--- src/rtl/stress_pkg.sv ---
// Shared types, default thresholds and width helpers for the multi-channel stress monitor.
package stress_pkg;

    typedef enum logic [1:0] {
        CALM  = 2'd0,
        ALERT = 2'd1,
        ALARM = 2'd2
    } stress_level_t;

    localparam int N_CH_DEF       = 3;
    localparam int DEB_CYCLES_DEF = 4;
    localparam int SCORE_W_DEF    = 8;
    localparam int DECAY_DIV_DEF  = 16;
    localparam int ALERT_ON_DEF   = 32;
    localparam int ALERT_OFF_DEF  = 16;
    localparam int ALARM_ON_DEF   = 128;
    localparam int ALARM_OFF_DEF  = 96;

    // Counter width able to hold 0..n-1; never narrower than one bit.
    function automatic int cnt_w(input int n);
        return (n <= 1) ? 1 : $clog2(n);
    endfunction

    localparam int ACT_W_DEF = $clog2(N_CH_DEF + 1);

endpackage

--- src/rtl/stress_debounce.sv ---
// One sensor channel: two-flop synchroniser followed by a stable-run debouncer.
module stress_debounce
    import stress_pkg::*;
#(
    parameter int DEB_CYCLES = DEB_CYCLES_DEF
) (
    input  logic i_clk,
    input  logic i_rst_n,
    input  logic i_sensor,
    output logic o_deb
);

    localparam int              CW       = cnt_w(DEB_CYCLES);
    localparam logic [CW-1:0]   CNT_LAST = CW'(DEB_CYCLES - 1);

    logic          r_s1;
    logic          r_s2;
    logic          r_deb;
    logic [CW-1:0] r_cnt;

    always_ff @(posedge i_clk or negedge i_rst_n) begin
        if (!i_rst_n) begin
            r_s1  <= 1'b0;
            r_s2  <= 1'b0;
            r_deb <= 1'b0;
            r_cnt <= '0;
        end else begin
            r_s1 <= i_sensor;
            r_s2 <= r_s1;
            // Any cycle where the synced level agrees restarts the stability run.
            if (r_s2 == r_deb) begin
                r_cnt <= '0;
            end else if (r_cnt == CNT_LAST) begin
                r_deb <= ~r_deb;
                r_cnt <= '0;
            end else begin
                r_cnt <= r_cnt + 1'b1;
            end
        end
    end

    assign o_deb = r_deb;

endmodule

--- src/rtl/multi_stress_monitor.sv ---
// N-channel stress monitor: debounced activity count drives a leaky saturating score,
// a hysteretic CALM/ALERT/ALARM level and a software-acknowledged sticky alarm flag.
module multi_stress_monitor
    import stress_pkg::*;
#(
    parameter int N_CH       = N_CH_DEF,
    parameter int DEB_CYCLES = DEB_CYCLES_DEF,
    parameter int SCORE_W    = SCORE_W_DEF,
    parameter int DECAY_DIV  = DECAY_DIV_DEF,
    parameter int ALERT_ON   = ALERT_ON_DEF,
    parameter int ALERT_OFF  = ALERT_OFF_DEF,
    parameter int ALARM_ON   = ALARM_ON_DEF,
    parameter int ALARM_OFF  = ALARM_OFF_DEF
) (
    input  logic                         i_clk,
    input  logic                         i_rst_n,
    input  logic [N_CH-1:0]              i_sensor_in,
    input  logic [N_CH-1:0]              i_ch_en,
    input  logic                         i_ack,
    output logic                         o_response,
    output logic [1:0]                   o_level,
    output logic                         o_alarm_latched,
    output logic [SCORE_W-1:0]           o_score,
    output logic [$clog2(N_CH+1)-1:0]    o_active_cnt
);

    localparam int ACT_W = $clog2(N_CH + 1);
    localparam int PW    = cnt_w(DECAY_DIV);

    localparam logic [1:0] ST_CALM  = CALM;
    localparam logic [1:0] ST_ALERT = ALERT;
    localparam logic [1:0] ST_ALARM = ALARM;

    localparam logic [PW-1:0]      PRE_LAST    = PW'(DECAY_DIV - 1);
    localparam logic [SCORE_W-1:0] SCORE_MAX   = '1;
    localparam logic [SCORE_W-1:0] TH_ALERT_ON  = SCORE_W'(ALERT_ON);
    localparam logic [SCORE_W-1:0] TH_ALERT_OFF = SCORE_W'(ALERT_OFF);
    localparam logic [SCORE_W-1:0] TH_ALARM_ON  = SCORE_W'(ALARM_ON);
    localparam logic [SCORE_W-1:0] TH_ALARM_OFF = SCORE_W'(ALARM_OFF);

    logic [N_CH-1:0]    w_deb;
    logic [ACT_W-1:0]   w_act;
    logic [SCORE_W:0]   w_sum;
    logic               w_decay_tick;

    logic [PW-1:0]      r_pre;
    logic [SCORE_W-1:0] r_score;
    logic [1:0]         r_level;
    logic               r_alarm_latched;

    for (genvar g = 0; g < N_CH; g++) begin : g_ch
        stress_debounce #(
            .DEB_CYCLES (DEB_CYCLES)
        ) u_deb (
            .i_clk    (i_clk),
            .i_rst_n  (i_rst_n),
            .i_sensor (i_sensor_in[g]),
            .o_deb    (w_deb[g])
        );
    end

    always_comb begin
        w_act = '0;
        for (int i = 0; i < N_CH; i++) begin
            w_act = w_act + ACT_W'(w_deb[i] & i_ch_en[i]);
        end
    end

    assign w_sum        = {1'b0, r_score} + (SCORE_W + 1)'(w_act);
    assign w_decay_tick = (r_pre == PRE_LAST);

    always_ff @(posedge i_clk or negedge i_rst_n) begin
        if (!i_rst_n) begin
            r_pre <= '0;
        end else if (w_decay_tick) begin
            r_pre <= '0;
        end else begin
            r_pre <= r_pre + 1'b1;
        end
    end

    // Activity has priority over decay; the extra sum bit catches saturation.
    always_ff @(posedge i_clk or negedge i_rst_n) begin
        if (!i_rst_n) begin
            r_score <= '0;
        end else if (w_act != '0) begin
            r_score <= w_sum[SCORE_W] ? SCORE_MAX : w_sum[SCORE_W-1:0];
        end else if (w_decay_tick && (r_score != '0)) begin
            r_score <= r_score - 1'b1;
        end
    end

    always_ff @(posedge i_clk or negedge i_rst_n) begin
        if (!i_rst_n) begin
            r_level <= ST_CALM;
        end else begin
            case (r_level)
                ST_CALM: begin
                    if (r_score >= TH_ALARM_ON)      r_level <= ST_ALARM;
                    else if (r_score >= TH_ALERT_ON) r_level <= ST_ALERT;
                end
                ST_ALERT: begin
                    if (r_score >= TH_ALARM_ON)      r_level <= ST_ALARM;
                    else if (r_score < TH_ALERT_OFF) r_level <= ST_CALM;
                end
                ST_ALARM: begin
                    if (r_score < TH_ALERT_OFF)      r_level <= ST_CALM;
                    else if (r_score < TH_ALARM_OFF) r_level <= ST_ALERT;
                end
                default: r_level <= ST_CALM;
            endcase
        end
    end

    // Setting while the level sits in ALARM both marks entry and masks any ack.
    always_ff @(posedge i_clk or negedge i_rst_n) begin
        if (!i_rst_n) begin
            r_alarm_latched <= 1'b0;
        end else if (r_level == ST_ALARM) begin
            r_alarm_latched <= 1'b1;
        end else if (i_ack) begin
            r_alarm_latched <= 1'b0;
        end
    end

    assign o_response      = (r_level != ST_CALM);
    assign o_level         = r_level;
    assign o_alarm_latched = r_alarm_latched;
    assign o_score         = r_score;
    assign o_active_cnt    = w_act;

endmodule

--- config.mk ---
export PLATFORM = sky130hd
export DESIGN_NAME = multi_stress_monitor
export DESIGN_NICKNAME = d
export VERILOG_FILES = /design/src/rtl/stress_pkg.sv /design/src/rtl/stress_debounce.sv /design/src/rtl/multi_stress_monitor.sv
export SDC_FILE = /design/constraint.sdc
export NUM_CORES = 1
export LEC_CHECK = 0
export CAP_MARGIN = 20
export CORE_AREA = 2 2 56 58
export DETAILED_ROUTE_END_ITERATION = 12
export DIE_AREA = 0 0 58 60
export DONT_BUFFER_PORTS = 1
export GPL_TIMING_DRIVEN = 0
export PLACE_DENSITY = 0.72
export SYNTH_ARGS = -nofsm -noshare
export SYNTH_HDL_FRONTEND = slang
export SYNTH_SLANG_ARGS = --single-unit
--- constraint.sdc ---
create_clock -name i_clk -period 4.1 [get_ports i_clk]
set_input_delay 1.025 -clock i_clk [delete_from_list [all_inputs] [get_ports i_clk]]
set_output_delay 1.025 -clock i_clk [all_outputs]
set_load 0.1 [all_outputs]
==> metrics, run 1 <==
outcome=finished clean; Mapped Cells=142; Detailed Route WL=2.93 mm; synth top area cells=dfrtp_1 49%, ha_1 6.5%, a21oi_1 3.6%; Final setup viols=0; post-CTS resize count=0; Hold Path Class=flip-flop to flip-flop; number of synthesized flops with an enable pin=0; max_cap viols=0; Min Hold Slack=between 0.3 and 0.4 ns; period utilization=0.960; # fillers=about 250; CP Class=input port to flip-flop; 1st-pass router iterations=4; crit path capture type=flip-flop; Synth Register Bits=30; unrepaired setup endpoints after global routing=false; grt ovf=0; CTS buffer count=5; CTS clk-pin slew, worst paths=about 0.1 ns; buffer and inverter count on the worst path=0; post-CTS setup buffer count=0; layout cell share with drive strength beyond 1=0.119; Largest stage delay, worst path=about 0.95 ns; Starting Density=0.530; Netlist cell types=43; Final Max Tran Viols=0; core area=2900 um2; Final Hold Viols=0; Fin Clk Skew=0.0111 ns; Die ar.=3480 um2; Nets=169; Die H=around 60 um; drt drc=0; Worst-Margin Slew=1.16 ns; share of the synthesized area in the top cell type=0.488; CTS tree=yes; required time worst endpoint=4.31 ns; DR WL/cell=around 16 um; first-pass GRT wire length=4.66 mm; Root Buffer=clkbuf_4; worst-path fanout max=6; most frequent cell after synthesis=dfrtp_1; Rel. slew slack=0.226; initial antenna violation count=0; syn_nets=161; Post-synth top cells=30 x dfrtp_1, 11 x a21oi_1, 8 x ha_1, 8 x nor2_1; Crit path top cell by count=fa_1; Cell Rows=20; Max H-tree Level=2; Peak Freq=254 MHz; Total GRT Usage=0.182; Antenna diodes=0; asr flop ratio synth=1.00; Hold-fix buffers, CTS=0; IO Port Bufs=0; CTS Sinks=30; drt initial violations=55; GP Congestion=0.862; vias in the first global route=1028; arrival time at the worst endpoint=around 4.1 ns; Post-Synthesis Mean Instance Area=10.8 um2; via/cell ratio=6.08; slowest library cell on the worst path=fa_1; Synth area leader=dfrtp_1; clk buf depth=2; largest net degree at the start of global routing=31; Post-Syn Area=1540 um2; Cell Chain, Critical Path=and2_1 -> fa_1 -> ha_1 -> fa_1 -> and4_1 -> a41o_1 -> o311ai_0 -> o21ai_2; dpl hpwl=2.13 mm; YS warnings=0; Clock Latency Late Sink=0.33 ns; ys flop type=dfrtp_1; IO Pins=23; Min Clock Period, post-route=between 3 and 4 ns; area grow syn2layout=7.56%; Die X=58 um; family with the most delay on the worst path=adder cells; Setup crit start kind=input port; register area share after synthesis=0.488; remaining antenna violation count=0; via count=around 1100
==> layout make-up <==
| type | instances | area [um2] | area share |
|---|---|---|---|
| buffer | 5 | 18.8 | 0.0113 |
| clock buffer | 6 | 51.3 | 0.0310 |
| clock inverter | 2 | 12.5 | 0.00756 |
| inverter | 7 | 26.3 | 0.0159 |
| multi-input combinational | 100 | 743 | 0.449 |
| sequential | 30 | 751 | 0.454 |
| tap | 33 | 41.3 | 0.0249 |
| timing repair buffer | 1 | 11.3 | 0.00680 |
==> metal layers <==
| layer | routed length [um] | vias to the layer above | global-route usage |
|---|---|---|---|
| met5 | 0 | - | 0 |
| met4 | 44 | 0 | 0.0764 |
| met3 | 192 | 6 | 0.0714 |
| met2 | 1390 | 37 | 0.273 |
| met1 | 1310 | 545 | 0.235 |
| li1 | - | 531 | - |
==> per-stage QoR <==
stage	cell area, um2	setup WS, ns	TNS [ns]	std cells	util
floorplan	1540	0.0725	0	142	-
global placement	1580	-0.124	-0.124	175	0.544
finish	1660	0.166	0	184	0.570
global route	1660	0.0702	0	184	0.570
detailed placement	1580	-0.173	-0.191	175	0.544
CTS	1640	0.180	0	183	0.566
==> flip-flops by register name, summed over array words and instances, names as in the netlist <==
| name | cells |
|---|---|
| g_ch.u_deb.r_s1 | 3 |
| g_ch.u_deb.o_deb | 3 |
| r_pre | 4 |
| o_score | 8 |
| o_alarm_latched | 1 |
| o_level | 2 |
| g_ch.u_deb.r_s2 | 3 |
| g_ch.u_deb.r_cnt | 6 |
==> layout by cell type, fill, tap and decap left out, types with 4 or more instances in the layout <==
master / instances
nand2_1: 4
inv_1: 7
clkbuf_1: 5
nor3_1: 4
ha_1: 8
dfrtp_1: 30
a21oi_1: 11
clkbuf_4: 5
nor2_1: 8
nand3_1: 7
and2_1: 7
==> kinds of logic after synthesis <==
family                   Yosys count  synth area share
AND/OR/NAND/NOR                   43             0.163
AO/OA/AOI/OAI                     38             0.172
flip-flops                        30             0.488
buffers and inverters             12            0.0293
adder cells (fa/ha/maj)           10            0.0911
XOR/XNOR                           5            0.0285
multiplexers                       4            0.0285
==> path summary, 6_finish.rpt <==
kind	from	endpoint	slack [ns]	depth (start not counted)
max	i_ch_en[0]	o_score[5]	0.17	8
max in group asynchronous	i_rst_n	o_score[6]	3.64	0
min reg2reg	g_ch[2].u_deb.r_s1	g_ch[2].u_deb.r_s2	0.36	0
min	g_ch[2].u_deb.r_s1	g_ch[2].u_deb.r_s2	0.36	0
min in group asynchronous	i_rst_n	o_score[0]	0.38	0
max reg2reg	g_ch[0].u_deb.o_deb	o_score[5]	0.41	8
Power of run 1 is left out: the tool's default activity adds up to more than one toggle a clock period on the data nets, which glitch-free logic cannot reach.
==> inputs of run 2 (changes only) <==
SKIP_CTS_REPAIR_TIMING = 1   (was default)
SKIP_LAST_GASP = 1   (was default)
clock period = 3.9 ns   (was 4.1 ns; I/O delays follow)
==> metrics, run 2 (synthesis gave the netlist of run 1 again) <==
outcome=finished clean; Antenna diodes=0; Root Buffer=clkbuf_4; CTS buffer count=5; most common cell after layout, fill and taps aside=dfrtp_1; WL met3=219 um; most frequent cells in the layout=30 x dfrtp_1, 11 x a21oi_1, 8 x nor2_1, 8 x ha_1; Top Metal Used=met4; DR WL/cell=16.1 um; CTS Sinks=30; IO Pins=23; met2 routed WL=1.44 mm; Nets=168; via count=roughly 1100; remaining antenna violation count=0; core area=approximately 2900 um2; first-pass GRT wire length=4.72 mm; Peak Freq=281 MHz; Max H-tree Level=2; dpl hpwl=2.12 mm; grt ovf=0; clk buf depth=2; initial antenna violation count=0; Die H=about 60 um; Final Max Tran Viols=0; IO Port Bufs=0; unrepaired setup endpoints after global routing=false; Min Clock Period, post-route=roughly 3.6 ns; CTS clk-pin slew, worst paths=around 0.10 ns; Die X=58 um; 1st-pass router iterations=4; CTS tree=yes; vias in the first global route=~1000; Detailed Route WL=between 2 and 3 mm; CP Class=input port to flip-flop; crit path capture type=flip-flop; r2r setup slk=about 0.52 ns; Worst-Margin Slew=1.13 ns; drt initial violations=41; Setup TNS=0 ns; max reg flops=8; layout cell share with drive strength beyond 1=0.120; Fin Clk Skew=0.0127 ns; required time worst endpoint=4.12 ns; via/cell ratio=6.19; Die ar.=3480 um2; max_cap viols=0; Rel. slew slack=0.247; Clock Latency Late Sink=0.33 ns; Total GRT Usage=0.186; Cell Rows=20; Setup crit start kind=input port; period utilization=0.912; Final setup viols=0; area grow syn2layout=6.99%; met1 WL=around 1.2 mm; worst-path fanout max=6; largest net degree at the start of global routing=31; Starting Density=0.530; GP Congestion=0.860; Final Hold Viols=0; drt drc=0; Hold Path Class=input port to async pin; arrival time at the worst endpoint=3.78 ns
[run 2: cell types whose count changed in the layout (fill, tap and decap cells not counted), sizes merged]
cell  change
buf       -1
[run 2: final timing paths]
| check | from | end | cells past startpoint |
|---|---|---|---|
| min in group i_clk | g_ch[0].u_deb.r_s1 | g_ch[0].u_deb.r_s2 | 0 |
| max | i_ch_en[0] | o_score[5] | 8 |
| max reg2reg | g_ch[0].u_deb.o_deb | o_score[5] | 8 |
| min reg2reg | g_ch[0].u_deb.r_s1 | g_ch[0].u_deb.r_s2 | 0 |
| max in group asynchronous | i_rst_n | o_level[0] | 0 |
| min | i_rst_n | r_pre[1] | 0 |
[run 2: area by class of cell]
type                       instances  area (um2)
clock inverter                     2        12.5
sequential                        30         751
buffer                             5        18.8
inverter                           7        26.3
tap                               33        41.3
multi-input combinational        100         746
clock buffer                       6        51.3
fill                             256        1260
[run 2: critical path, cell delays in order]
cell      delay, ns
and2_1         0.14
fa_2           0.74
ha_1           0.35
fa_1           0.44
and4_1         0.27
a41o_1         0.33
o311ai_0       0.43
o21ai_2        0.09
[run 2: stage by stage]
| step | cells | hold slack (ns) | setup WS [ns] | util | cell area (um2) |
|---|---|---|---|---|---|
| final | 183 | 0.320 | 0.342 | 0.567 | 1650 |
| after CTS | 183 | 0.304 | 0.380 | 0.567 | 1650 |
| after global placement | 175 | 0.332 | 0.0410 | 0.545 | 1580 |
| after detailed placement | 175 | 0.337 | 0.0165 | 0.545 | 1580 |
| after floorplan | 142 | 0.331 | 0.194 | - | 1540 |
| after global routing | 183 | 0.296 | 0.300 | 0.567 | 1650 |
[run 2: routing by layer]
layer / track usage / vias to the layer above
li1: - / 533
met1: 0.219 / 548
met2: 0.304 / 46
met3: 0.0758 / 6
met4: 0.0764 / 0
met5: 0 / -
Power of run 2 is left out for the same reason.
==> inputs of run 3 (changes only) <==
SKIP_CTS_REPAIR_TIMING = default   (was 1)
==> results of run 3 <==
Same layout as run 2: the final DEF is identical, and so are final timing and power.
Power of run 3 is left out for the same reason.
